===== config.mk =====
export PLATFORM = sky130hd
export DESIGN_NAME = mem_burst_arbiter_flat
export DESIGN_NICKNAME = d
export VERILOG_FILES = /design/src/rtl/mem_burst_arbiter_if.sv /design/src/rtl/mem_burst_arbiter.sv /design/src/flat_wrapper.sv
export SDC_FILE = /design/constraint.sdc
export NUM_CORES = 1
export LEC_CHECK = 0
export BUFFER_PORTS_ARGS = -buffer_cell sky130_fd_sc_hd__buf_2
export CAP_MARGIN = 40
export CORE_UTILIZATION = 43
export DETAILED_ROUTE_END_ITERATION = 6
export PLACE_DENSITY = 0.91
export SLEW_MARGIN = 20
export SYNTH_ARGS = -nofsm -noshare
export SYNTH_HDL_FRONTEND = slang
export SYNTH_SLANG_ARGS = --single-unit

===== constraint.sdc =====
create_clock -name clk_i -period 2.7 [get_ports clk_i]
set_input_delay 0 -clock clk_i [delete_from_list [all_inputs] [get_ports clk_i]]
set_output_delay 0 -clock clk_i [all_outputs]
set_load 0.005 [all_outputs]

===== src/rtl/mem_burst_arbiter_if.sv =====
// Bundle of the two requester ports and the RAM port of mem_burst_arbiter.
// Signal suffixes are named from the arbiter's point of view.
interface mem_burst_arbiter_if #(
  parameter int ADDR_W = 7,
  parameter int LEN_W  = 4
);
  logic              req_a_i,   req_b_i;
  logic              we_a_i,    we_b_i;
  logic [ADDR_W-1:0] addr_a_i,  addr_b_i;
  logic [LEN_W-1:0]  len_a_i,   len_b_i;
  logic [7:0]        wdata_a_i, wdata_b_i;

  logic              gnt_a_o,    gnt_b_o;
  logic              beat_a_o,   beat_b_o;
  logic              done_a_o,   done_b_o;
  logic              rvalid_a_o, rvalid_b_o;
  logic [7:0]        rdata_o;

  logic              mem_en_o;
  logic              mem_we_o;
  logic [ADDR_W-1:0] mem_addr_o;
  logic [7:0]        mem_wdata_o;
  logic [7:0]        mem_rdata_i;

  modport slave (
    input  req_a_i, req_b_i, we_a_i, we_b_i, addr_a_i, addr_b_i,
           len_a_i, len_b_i, wdata_a_i, wdata_b_i, mem_rdata_i,
    output gnt_a_o, gnt_b_o, beat_a_o, beat_b_o, done_a_o, done_b_o,
           rvalid_a_o, rvalid_b_o, rdata_o,
           mem_en_o, mem_we_o, mem_addr_o, mem_wdata_o
  );

  modport master (
    output req_a_i, req_b_i, we_a_i, we_b_i, addr_a_i, addr_b_i,
           len_a_i, len_b_i, wdata_a_i, wdata_b_i, mem_rdata_i,
    input  gnt_a_o, gnt_b_o, beat_a_o, beat_b_o, done_a_o, done_b_o,
           rvalid_a_o, rvalid_b_o, rdata_o,
           mem_en_o, mem_we_o, mem_addr_o, mem_wdata_o
  );
endinterface


===== src/rtl/mem_burst_arbiter.sv =====
// Two-requester round-robin burst arbiter in front of a single-port 8-bit RAM.
// A granted burst issues one beat per cycle with an incrementing, wrapping address.
module mem_burst_arbiter #(
  parameter int RAM_SIZE = 128,
  parameter int ADDR_W   = 7,
  parameter int LEN_W    = 4
) (
  input  logic              clk_i,
  input  logic              rst_ni,
  mem_burst_arbiter_if.slave bus
);

  typedef enum logic [1:0] {
    IDLE    = 2'd0,
    BURST_A = 2'd1,
    BURST_B = 2'd2
  } state_e;

  localparam logic [ADDR_W-1:0] LAST_ADDR = ADDR_W'(RAM_SIZE - 1);

  state_e            state_q, state_d;
  logic [ADDR_W-1:0] addr_q,  addr_d;
  logic [LEN_W-1:0]  cnt_q,   cnt_d;
  logic              we_q,    we_d;
  logic              last_b_q, last_b_d;  // 1: B was served most recently
  logic              rvalid_a_q, rvalid_b_q;

  logic              grant_a, grant_b;
  logic              beat_a, beat_b, done_a, done_b;
  logic              mem_en, mem_we;
  logic [ADDR_W-1:0] mem_addr;
  logic [7:0]        mem_wdata;

  always_comb begin
    // NOTE: every signal written here gets a default first, so no path can infer a latch.
    state_d   = state_q;
    addr_d    = addr_q;
    cnt_d     = cnt_q;
    we_d      = we_q;
    last_b_d  = last_b_q;
    grant_a   = 1'b0;
    grant_b   = 1'b0;
    beat_a    = 1'b0;
    beat_b    = 1'b0;
    done_a    = 1'b0;
    done_b    = 1'b0;
    mem_en    = 1'b0;
    mem_we    = 1'b0;
    mem_addr  = '0;
    mem_wdata = '0;

    case (state_q)
      IDLE: begin
        // rst_ni gates the grant so nothing pulses while reset is held with requests pending.
        grant_a = rst_ni && bus.req_a_i && (!bus.req_b_i || last_b_q);
        grant_b = rst_ni && bus.req_b_i && !grant_a;
        if (grant_a) begin
          state_d  = BURST_A;
          addr_d   = bus.addr_a_i;
          cnt_d    = bus.len_a_i;
          we_d     = bus.we_a_i;
          last_b_d = 1'b0;
        end else if (grant_b) begin
          state_d  = BURST_B;
          addr_d   = bus.addr_b_i;
          cnt_d    = bus.len_b_i;
          we_d     = bus.we_b_i;
          last_b_d = 1'b1;
        end
      end

      BURST_A, BURST_B: begin
        beat_a    = (state_q == BURST_A);
        beat_b    = (state_q == BURST_B);
        mem_en    = 1'b1;
        mem_we    = we_q;
        mem_addr  = addr_q;
        mem_wdata = beat_a ? bus.wdata_a_i : bus.wdata_b_i;
        done_a    = beat_a && (cnt_q == '0);
        done_b    = beat_b && (cnt_q == '0);
        addr_d    = (addr_q == LAST_ADDR) ? '0 : addr_q + 1'b1;
        if (cnt_q == '0) begin
          state_d = IDLE;
        end else begin
          cnt_d = cnt_q - 1'b1;
        end
      end

      default: state_d = IDLE;
    endcase
  end

  always_ff @(posedge clk_i or negedge rst_ni) begin
    if (!rst_ni) begin
      state_q    <= IDLE;
      addr_q     <= '0;
      cnt_q      <= '0;
      we_q       <= 1'b0;
      last_b_q   <= 1'b1;
      rvalid_a_q <= 1'b0;
      rvalid_b_q <= 1'b0;
    end else begin
      // NOTE: non-blocking assignments keep every register sampling pre-edge values.
      state_q    <= state_d;
      addr_q     <= addr_d;
      cnt_q      <= cnt_d;
      we_q       <= we_d;
      last_b_q   <= last_b_d;
      rvalid_a_q <= beat_a && !we_q;
      rvalid_b_q <= beat_b && !we_q;
    end
  end

  assign bus.gnt_a_o     = grant_a;
  assign bus.gnt_b_o     = grant_b;
  assign bus.beat_a_o    = beat_a;
  assign bus.beat_b_o    = beat_b;
  assign bus.done_a_o    = done_a;
  assign bus.done_b_o    = done_b;
  assign bus.rvalid_a_o  = rvalid_a_q;
  assign bus.rvalid_b_o  = rvalid_b_q;
  // Read data is held at zero outside read-response cycles so the bus is quiet in reset.
  assign bus.rdata_o     = (rvalid_a_q || rvalid_b_q) ? bus.mem_rdata_i : '0;
  assign bus.mem_en_o    = mem_en;
  assign bus.mem_we_o    = mem_we;
  assign bus.mem_addr_o  = mem_addr;
  assign bus.mem_wdata_o = mem_wdata;

endmodule


===== src/flat_wrapper.sv =====
// flat-port wrapper written by rule: the top's interface ports become plain ports
module mem_burst_arbiter_flat 
#(
  parameter int RAM_SIZE = 128,
  parameter int ADDR_W   = 7,
  parameter int LEN_W    = 4
)
  (clk_i, rst_ni, bus_req_a_i, bus_req_b_i, bus_we_a_i, bus_we_b_i, bus_addr_a_i, bus_addr_b_i, bus_len_a_i, bus_len_b_i, bus_wdata_a_i, bus_wdata_b_i, bus_mem_rdata_i, bus_gnt_a_o, bus_gnt_b_o, bus_beat_a_o, bus_beat_b_o, bus_done_a_o, bus_done_b_o, bus_rvalid_a_o, bus_rvalid_b_o, bus_rdata_o, bus_mem_en_o, bus_mem_we_o, bus_mem_addr_o, bus_mem_wdata_o);
  mem_burst_arbiter_if #(.ADDR_W(ADDR_W), .LEN_W(LEN_W)) bus_i ();
  input  logic clk_i;
  input  logic rst_ni;
  input wire logic [$bits(bus_i.req_a_i)-1:0] bus_req_a_i;
  input wire logic [$bits(bus_i.req_b_i)-1:0] bus_req_b_i;
  input wire logic [$bits(bus_i.we_a_i)-1:0] bus_we_a_i;
  input wire logic [$bits(bus_i.we_b_i)-1:0] bus_we_b_i;
  input wire logic [$bits(bus_i.addr_a_i)-1:0] bus_addr_a_i;
  input wire logic [$bits(bus_i.addr_b_i)-1:0] bus_addr_b_i;
  input wire logic [$bits(bus_i.len_a_i)-1:0] bus_len_a_i;
  input wire logic [$bits(bus_i.len_b_i)-1:0] bus_len_b_i;
  input wire logic [$bits(bus_i.wdata_a_i)-1:0] bus_wdata_a_i;
  input wire logic [$bits(bus_i.wdata_b_i)-1:0] bus_wdata_b_i;
  input wire logic [$bits(bus_i.mem_rdata_i)-1:0] bus_mem_rdata_i;
  output wire logic [$bits(bus_i.gnt_a_o)-1:0] bus_gnt_a_o;
  output wire logic [$bits(bus_i.gnt_b_o)-1:0] bus_gnt_b_o;
  output wire logic [$bits(bus_i.beat_a_o)-1:0] bus_beat_a_o;
  output wire logic [$bits(bus_i.beat_b_o)-1:0] bus_beat_b_o;
  output wire logic [$bits(bus_i.done_a_o)-1:0] bus_done_a_o;
  output wire logic [$bits(bus_i.done_b_o)-1:0] bus_done_b_o;
  output wire logic [$bits(bus_i.rvalid_a_o)-1:0] bus_rvalid_a_o;
  output wire logic [$bits(bus_i.rvalid_b_o)-1:0] bus_rvalid_b_o;
  output wire logic [$bits(bus_i.rdata_o)-1:0] bus_rdata_o;
  output wire logic [$bits(bus_i.mem_en_o)-1:0] bus_mem_en_o;
  output wire logic [$bits(bus_i.mem_we_o)-1:0] bus_mem_we_o;
  output wire logic [$bits(bus_i.mem_addr_o)-1:0] bus_mem_addr_o;
  output wire logic [$bits(bus_i.mem_wdata_o)-1:0] bus_mem_wdata_o;
  assign bus_i.req_a_i = bus_req_a_i;
  assign bus_i.req_b_i = bus_req_b_i;
  assign bus_i.we_a_i = bus_we_a_i;
  assign bus_i.we_b_i = bus_we_b_i;
  assign bus_i.addr_a_i = bus_addr_a_i;
  assign bus_i.addr_b_i = bus_addr_b_i;
  assign bus_i.len_a_i = bus_len_a_i;
  assign bus_i.len_b_i = bus_len_b_i;
  assign bus_i.wdata_a_i = bus_wdata_a_i;
  assign bus_i.wdata_b_i = bus_wdata_b_i;
  assign bus_i.mem_rdata_i = bus_mem_rdata_i;
  assign bus_gnt_a_o = bus_i.gnt_a_o;
  assign bus_gnt_b_o = bus_i.gnt_b_o;
  assign bus_beat_a_o = bus_i.beat_a_o;
  assign bus_beat_b_o = bus_i.beat_b_o;
  assign bus_done_a_o = bus_i.done_a_o;
  assign bus_done_b_o = bus_i.done_b_o;
  assign bus_rvalid_a_o = bus_i.rvalid_a_o;
  assign bus_rvalid_b_o = bus_i.rvalid_b_o;
  assign bus_rdata_o = bus_i.rdata_o;
  assign bus_mem_en_o = bus_i.mem_en_o;
  assign bus_mem_we_o = bus_i.mem_we_o;
  assign bus_mem_addr_o = bus_i.mem_addr_o;
  assign bus_mem_wdata_o = bus_i.mem_wdata_o;
  mem_burst_arbiter #(.RAM_SIZE(RAM_SIZE), .ADDR_W(ADDR_W), .LEN_W(LEN_W)) u_core (.clk_i(clk_i), .rst_ni(rst_ni), .bus(bus_i));
endmodule

==> metrics.txt, run 1 <==
Hold Slack approximately 0.0049 ns; final RePlAce weighted congestion about 0.87; Crit Path Max Fanout 9; Setup crit end kind flop; area post-placement roughly 1900 sq um; Final setup violation count 0; Net Count, Synth 230; Final Hold Vio Count 0; die height between 50 and 60 microns; EDFF count, synth 0; outcome finished clean; pwr/cell area roughly 950 nW/um^2; RSZ-0062 raised after global routing false; antenna violations before repair 0; first-pass GRT wire length about 5.9 mm; most numerous cell in the Yosys netlist nor2_1; Routed Antenna Nets 0; TritonCTS clock tree done; fin. max-slew vios 0; Synth Cell Area around 1400 sq um; Place WS between 0.5 and 0.6 ns; number of diodes 0; clk root buf clkbuf_4; minimum clock period about 2.2 ns; Hold-fix buffers, CTS 1; Synth area leader dfrtp_1; WL final ~3.7 mm; Post-synth top cells nor2_1, dfrtp_1, mux2i_1, nand2_1, nor2b_1; min-delay src bus_addr_a_i[3]; WP data arrival 2.40 ns; Synth area leaders dfrtp_1, mux2i_1, ha_1; final worst slack slightly below 0.5 ns; Final Instance Area roughly 1900 sq um; Final TNS setup 0 ns; Clock Sinks 17; Final Util 0.617; DRC 0; die area ~3500 sq um; input/output buffers 84; VDD IR max 0.000548 V; Mapped Avg Cell Area approximately 8.3 sq um; CP Launch Type flop; initial drt markers 53; CTS Buf Count 3; Least-Margin Pin Slew roughly 0.57 ns; dpl hpwl between 2 and 3 mm; Critical R2R Launch u_core.state_q[0]; Setup Skew 0.000612 ns; H-tree Lvls 1; Die W slightly below 60 microns; Worst Setup Path Type reg -> reg; gr usage total 0.218; WHS Path Cells 3; Peak Freq between 0.4 and 0.5 GHz; count of maximum capacitance violations 0; hold endpoint u_core.addr_q[3]; Core ar. 3100 sq um; R2R cell count 6; HP Class in -> reg; worst reg-to-reg setup slack 0.49 ns; register area share after synthesis 0.301; via count roughly 1600; Netlist cell types 43; flops & latches, synth 17; pin count of the biggest net entering global routing 18; most used flip-flop cell after synthesis dfrtp_1; setup bufs post-CTS 0; grt total ovfl 0; Clock transition at path regs about 0.10 ns; vias in the first global route 1423; Async SR Flop Fraction 1.00; # IOs between 80 and 90; clock insertion delay at the later pin of the skew report 0.29 ns; reg2reg end u_core.cnt_q[1]; DRT Pass-1 Iters 4; relative slew slack 0.612; post-cts sizing count 0; crit share post-route 0.818; Nets approximately 320; DR vias/cell approximately 5.2; wire length per cell about 12 microns; Syn. warnings 0; share of layout cells above drive strength 1 0.367; Clock Path Buffers 2; FP Rows 20; Synth top area share 0.282; # fillers 299; Cells after Synth roughly 170; Pleak ~1 nW; Area Growth Syn to Fin 35.0%; Critical Path RT 2.89 ns; Initial Utilization 0.457
==> cell usage in the layout, fill, tap and decap left out, types with 4 or more instances in the layout <==
master    netlist  routed
buf_2           0      84
and2_1          8       8
inv_1           9       9
nand2_1        13      13
nor2b_1        10      10
dfrtp_1        16      16
o21ai_0         6       6
o21a_1          4       4
mux2i_1        13      13
o211ai_1        6       6
buf_4           0       4
nand3_1         8       8
ha_1            7       7
a21oi_1         5       5
nor2_1         19      19
==> power breakdown <==
group | switching [W] | internal [W]
Clock | 0.0000825 | 0.0000575
Sequential | 0.000123 | 0.000382
Combinational | 0.000630 | 0.000538
==> sequential cells by signal (all words and copies together) (netlist names) <==
register and cells:
u_core.addr_q 7, u_core.last_b_q 1, u_core.state_q 2, u_core.bus.rvalid_a_o 1
u_core.cnt_q 4, u_core.we_q 1, u_core.bus.rvalid_b_o 1
==> final cells by class <==
| type | instances | area [sq um] | area share |
|---|---|---|---|
| clock buffer | 4 | 26.3 | 0.0137 |
| inverter | 10 | 37.5 | 0.0196 |
| multi-input combinational | 136 | 910 | 0.475 |
| sequential | 17 | 427 | 0.223 |
| tap | 44 | 55.1 | 0.0287 |
| timing repair buffer | 89 | 460 | 0.240 |
==> worst max-delay path, stage by stage (launching register included) <==
cell	delay [ns]
dfrtp_1	0.42
inv_1	0.11
ha_1	0.46
nor4bb_1	0.58
a211o_1	0.28
a21oi_1	0.06
a22o_1	0.19
==> worst max-delay path by stage <==
stage                           start  depth (start not counted)         endpoint  slack, ns
detailed placement  u_core.state_q[0]                          6  u_core.cnt_q[1]       0.56
global route        u_core.state_q[0]                          6  u_core.cnt_q[1]       0.35
global placement      u_core.last_b_q                          4  u_core.cnt_q[2]       0.73
finish              u_core.state_q[0]                          6  u_core.cnt_q[1]       0.49
CTS                 u_core.state_q[0]                          5     bus_done_b_o       0.54
floorplan           u_core.state_q[0]                          7  u_core.cnt_q[1]       0.74
==> layer usage <==
layer / track usage / part of all wire / wire [microns]
met4: 0.0544 / 0.0065 / 24
met5: 0 / 0 / 0
met2: 0.406 / 0.47 / 1760
met3: 0.0306 / 0.091 / 337
met1: 0.261 / 0.43 / 1590
==> kinds of logic after synthesis <==
family                   Yosys count  share of synthesized area
adder cells (fa/ha/maj)            7                     0.0617
multiplexers                      15                      0.113
AND/OR/NAND/NOR                   70                      0.249
buffers and inverters             18                     0.0582
XOR/XNOR                           1                    0.00617
AO/OA/AOI/OAI                     43                      0.212
flip-flops                        17                      0.301
==> per-stage QoR <==
step	total power (W)	std cells
final	0.00181	300
after global routing	0.00199	300
after CTS	0.00182	300
after detailed placement	0.00168	295
after global placement	0.00165	295
after floorplan	0.00128	171
Note: power is estimated with default switching activity, not from simulation.
==> run 2: changes to the inputs <==
- ABC_AREA: default -> 1
- CORE_UTILIZATION: 43 -> 40
- PLACE_DENSITY: 0.91 -> 0.87
- clock period: 2.7 -> 2 ns (I/O delays scaled with it)
==> run 2 against run 1 <==
Combinational power is 34% higher. Die area rose by 16%. Clock-buffer cell count is 1 lower. Register-to-register slack got worse by 0.20 ns. Cell count up 32%. Critical path depth is 1 higher. Clock skew rose by 0.0012 ns. Via count increased by 17%. Largest power group unchanged. Non-clock buffer count is 2 lower. First-iteration DRC count decreased by 53%. Clock power grew 93%. Synthesized cell count grew 53%. Critical path type is now reg -> out.
==> metrics.txt, run 2 <==
Largest regs u_core.addr_q: 7 flops, u_core.cnt_q: 4 flops, u_core.state_q: 2 flops (unchanged); Critical Path RT 2.00 ns (was 2.89 ns); Synth area leader dfrtp_1 (unchanged); DR vias/cell 4.65 (was 5.23); die height 64.0 microns (was 59.4 microns); gr usage total 0.208 (was 0.218); Clock power frac 0.108 (was 0.077); Core ar. 3660 sq um (was 3100 sq um); most numerous cell in the Yosys netlist nand2_1 (was nor2_1); Clock transition at path regs 0.07 ns (was 0.10 ns); Crit Path Max Fanout 13 (was 9); Worst Setup Path Type reg -> out (was reg -> reg); DRT Pass-1 Iters 4 (unchanged); initial drt markers 25 (was 53); WP data arrival 1.74 ns (was 2.40 ns); Post-synth top cells nand2_1, inv_1, nor2_1 (was nor2_1, dfrtp_1, mux2i_1, nand2_1, nor2b_1); # IOs 85 (unchanged); final RePlAce weighted congestion 0.837 (was 0.874); TritonCTS clock tree done (unchanged); count of maximum capacitance violations 0 (unchanged); Switch Pwr 0.00123 W (was 0.000835 W); VDD IR max 0.000433 V (was 0.000548 V); dpl hpwl 3.19 mm (was 2.98 mm); Final Hold Vio Count 0 (unchanged); crit share post-route 0.869; Setup crit end kind primary output (was flop); Least-Margin Pin Slew 0.471 ns (was 0.574 ns); Net Count, Synth 320 (was 230); area post-placement 2000 sq um (was 1880 sq um); CP Cell Sequence inv_1 -> ha_1 -> inv_2 -> nor2_1 -> inv_2 -> nor2_1 -> buf_2 (was inv_1 -> ha_1 -> nor4bb_1 -> a211o_1 -> a21oi_1 -> a22o_1); Pleak 1.36 nW (was 1.03 nW); relative slew slack 0.685 (was 0.612); CP Launch Type flop (unchanged); number of diodes 0 (unchanged); Initial Utilization 0.420 (was 0.457); pwr/cell area 1220 nW/um^2 (was 946 nW/um^2); Peak Freq around 0.58 GHz; register area share after synthesis 0.278 (was 0.301); setup bufs post-CTS 0 (unchanged); Clock Path Buffers 2 (unchanged); CTS Buf Count 3 (unchanged); most used flip-flop cell after synthesis dfrtp_1 (unchanged); minimum clock period ~1.7 ns; Area Growth Syn to Fin 33.7% (was 35.0%); flops & latches, synth 17 (unchanged); slowest stage delay, CP 0.39 ns (was 0.58 ns); first-pass GRT wire length 6.69 mm (was 5.92 mm); outcome finished clean (unchanged); vias in the first global route 1686 (was 1423); min-delay src bus_len_a_i[1] (was bus_addr_a_i[3]); pin count of the biggest net entering global routing 26 (was 18); Mapped Avg Cell Area 5.89 sq um (was 8.30 sq um); Netlist cell types 24 (was 43); Routed Antenna Nets 0 (unchanged); Synth top area share 0.261 (was 0.282); EDFF count, synth 0 (unchanged); Final TNS setup 0 ns (unchanged); Critical R2R Launch u_core.last_b_q (was u_core.state_q[0]); input/output buffers 84 (unchanged); FP Rows 22 (was 20); R2R cell count 9 (was 6); Setup Skew 0.00177 ns (was 0.000612 ns); DRC 0 (unchanged); H-tree Lvls 1 (unchanged); max FFs per register 7 (unchanged); WL final 4.02 mm (was 3.72 mm); clk root buf clkbuf_8 (was clkbuf_4); Async SR Flop Fraction 1.00 (unchanged); reg2reg end u_core.cnt_q[2] (was u_core.cnt_q[1]); HP Class in -> reg (unchanged); Die W 64.0 microns (was 59.4 microns); WHS Path Cells 5 (was 3); clock insertion delay at the later pin of the skew report 0.26 ns (was 0.29 ns); Final Instance Area 2050 sq um (was 1920 sq um); Logic pwr share 0.624 (was 0.644); worst reg-to-reg setup slack 0.29 ns (was 0.49 ns); grt total ovfl 0 (unchanged); Synth Cell Area 1540 sq um (was 1420 sq um); share of layout cells above drive strength 1 0.303 (was 0.367); Clock Sinks 17 (unchanged); fin. max-slew vios 0 (unchanged); Switching Share 0.492 (was 0.461); Internal 0.00128 W (was 0.000977 W); most common cell after layout, fill and taps aside nand2_1 (was buf_2); via count 1838 (was 1569); Syn. warnings 0 (unchanged); hold endpoint u_core.cnt_q[1] (was u_core.addr_q[3]); Reg with most FFs u_core.addr_q (unchanged); commonest non-fill, non-tap cells in the layout nand2_1, buf_2, inv_1, nor2_1, nand3_1 (was buf_2, nor2_1, dfrtp_1, nand2_1, mux2i_1); Cells after Synth 261 (was 171); Slowest-stage cell, CP dfrtp_1 (was nor4bb_1); Nets 407 (was 316); RSZ-0062 raised after global routing false (unchanged); die area 4090 sq um (was 3530 sq um); Synth area leaders dfrtp_1, nand2_1, inv_1 (was dfrtp_1, mux2i_1, ha_1); part of the power in registers 0.268 (was 0.278); Final setup violation count 0 (unchanged); wire length per cell 10.2 microns (was 12.4 microns); antenna violations before repair 0 (unchanged)
-- run 2: cells by family (layout without fill, tap and decap cells) --
logic type               Yosys count  count (layout)  share of synthesized area
AO/OA/AOI/OAI                     20              20                     0.0822
AND/OR/NAND/NOR                  155             155                      0.409
adder cells (fa/ha/maj)            7               7                     0.0570
XOR/XNOR                           4               4                     0.0228
flip-flops                        17              17                      0.278
buffers and inverters             58             144                      0.151
-- run 2: critical path: cells and delay by family (launching register included) --
kind | cells | cell delay [ns]
simple gates | 2 | 0.36
fa+ha+maj | 1 | 0.32
buf+inv | 4 | 0.40
flops | 1 | 0.39
-- run 2: how the worst max path moves through the flow --
stage,startpoint,to,slack (ns),cells after the start
2_1_floorplan,u_core.state_q[0],u_core.addr_q[2],0.47,8
3_3_place_gp,u_core.last_b_q,u_core.cnt_q[2],0.39,9
3_5_place_dp,u_core.last_b_q,u_core.cnt_q[2],0.28,9
4_1_cts,u_core.state_q[1],bus_done_a_o,0.26,7
5_1_grt,u_core.state_q[1],bus_done_a_o,0.09,7
6_report,u_core.state_q[1],bus_done_a_o,0.26,7
-- run 2: what timing repair did --
action | 4_1_cts | 5_1_grt
hold buffers | 1 | 0
gates resized for setup | 0 | 0
endpoints found under the hold margin | 17 | 0
endpoints found under the setup margin | 0 | 0
-- run 2: stage by stage --
| stage | cells | power, W | util | worst slack (ns) | hold slack, ns |
|---|---|---|---|---|---|
| global route | 395 | 0.00278 | 0.561 | 0.0931 | 0.0889 |
| floorplan | 261 | 0.00175 | - | 0.473 | -0.296 |
| detailed placement | 390 | 0.00224 | 0.546 | 0.282 | -0.00138 |
| finish | 395 | 0.00251 | 0.561 | 0.262 | 0.0731 |
| CTS | 395 | 0.00252 | 0.561 | 0.255 | 0.0778 |
| global placement | 390 | 0.00219 | 0.546 | 0.389 | -0.00369 |
-- run 2: per-layer routing --
layer	vias up	global-route usage	routed length, microns
met4	0	0.0682	53
met3	5	0.0268	270
met5	-	0	0
met1	809	0.227	1720
li1	946	-	-
met2	78	0.407	1970
-- run 2: area by class of cell --
class | count | area (sq um)
Fill cell | 384 | 1610
Tap cell | 48 | 60.1
Inverter | 53 | 199
Clock buffer | 3 | 41.3
Multi-Input combinational cell | 186 | 877
Sequential cell | 17 | 427
Timing Repair Buffer | 87 | 445
Clock inverter | 1 | 5.00
-- run 2: power by group through the flow --
stage	registers (W)	logic [W]	clock network, W
6_report	0.000673	0.00157	0.000270
4_1_cts	0.000671	0.00157	0.000274
3_3_place_gp	0.000673	0.00152	0
5_1_grt	0.000702	0.00179	0.000288
3_5_place_dp	0.000677	0.00156	0
2_1_floorplan	0.000641	0.00111	0
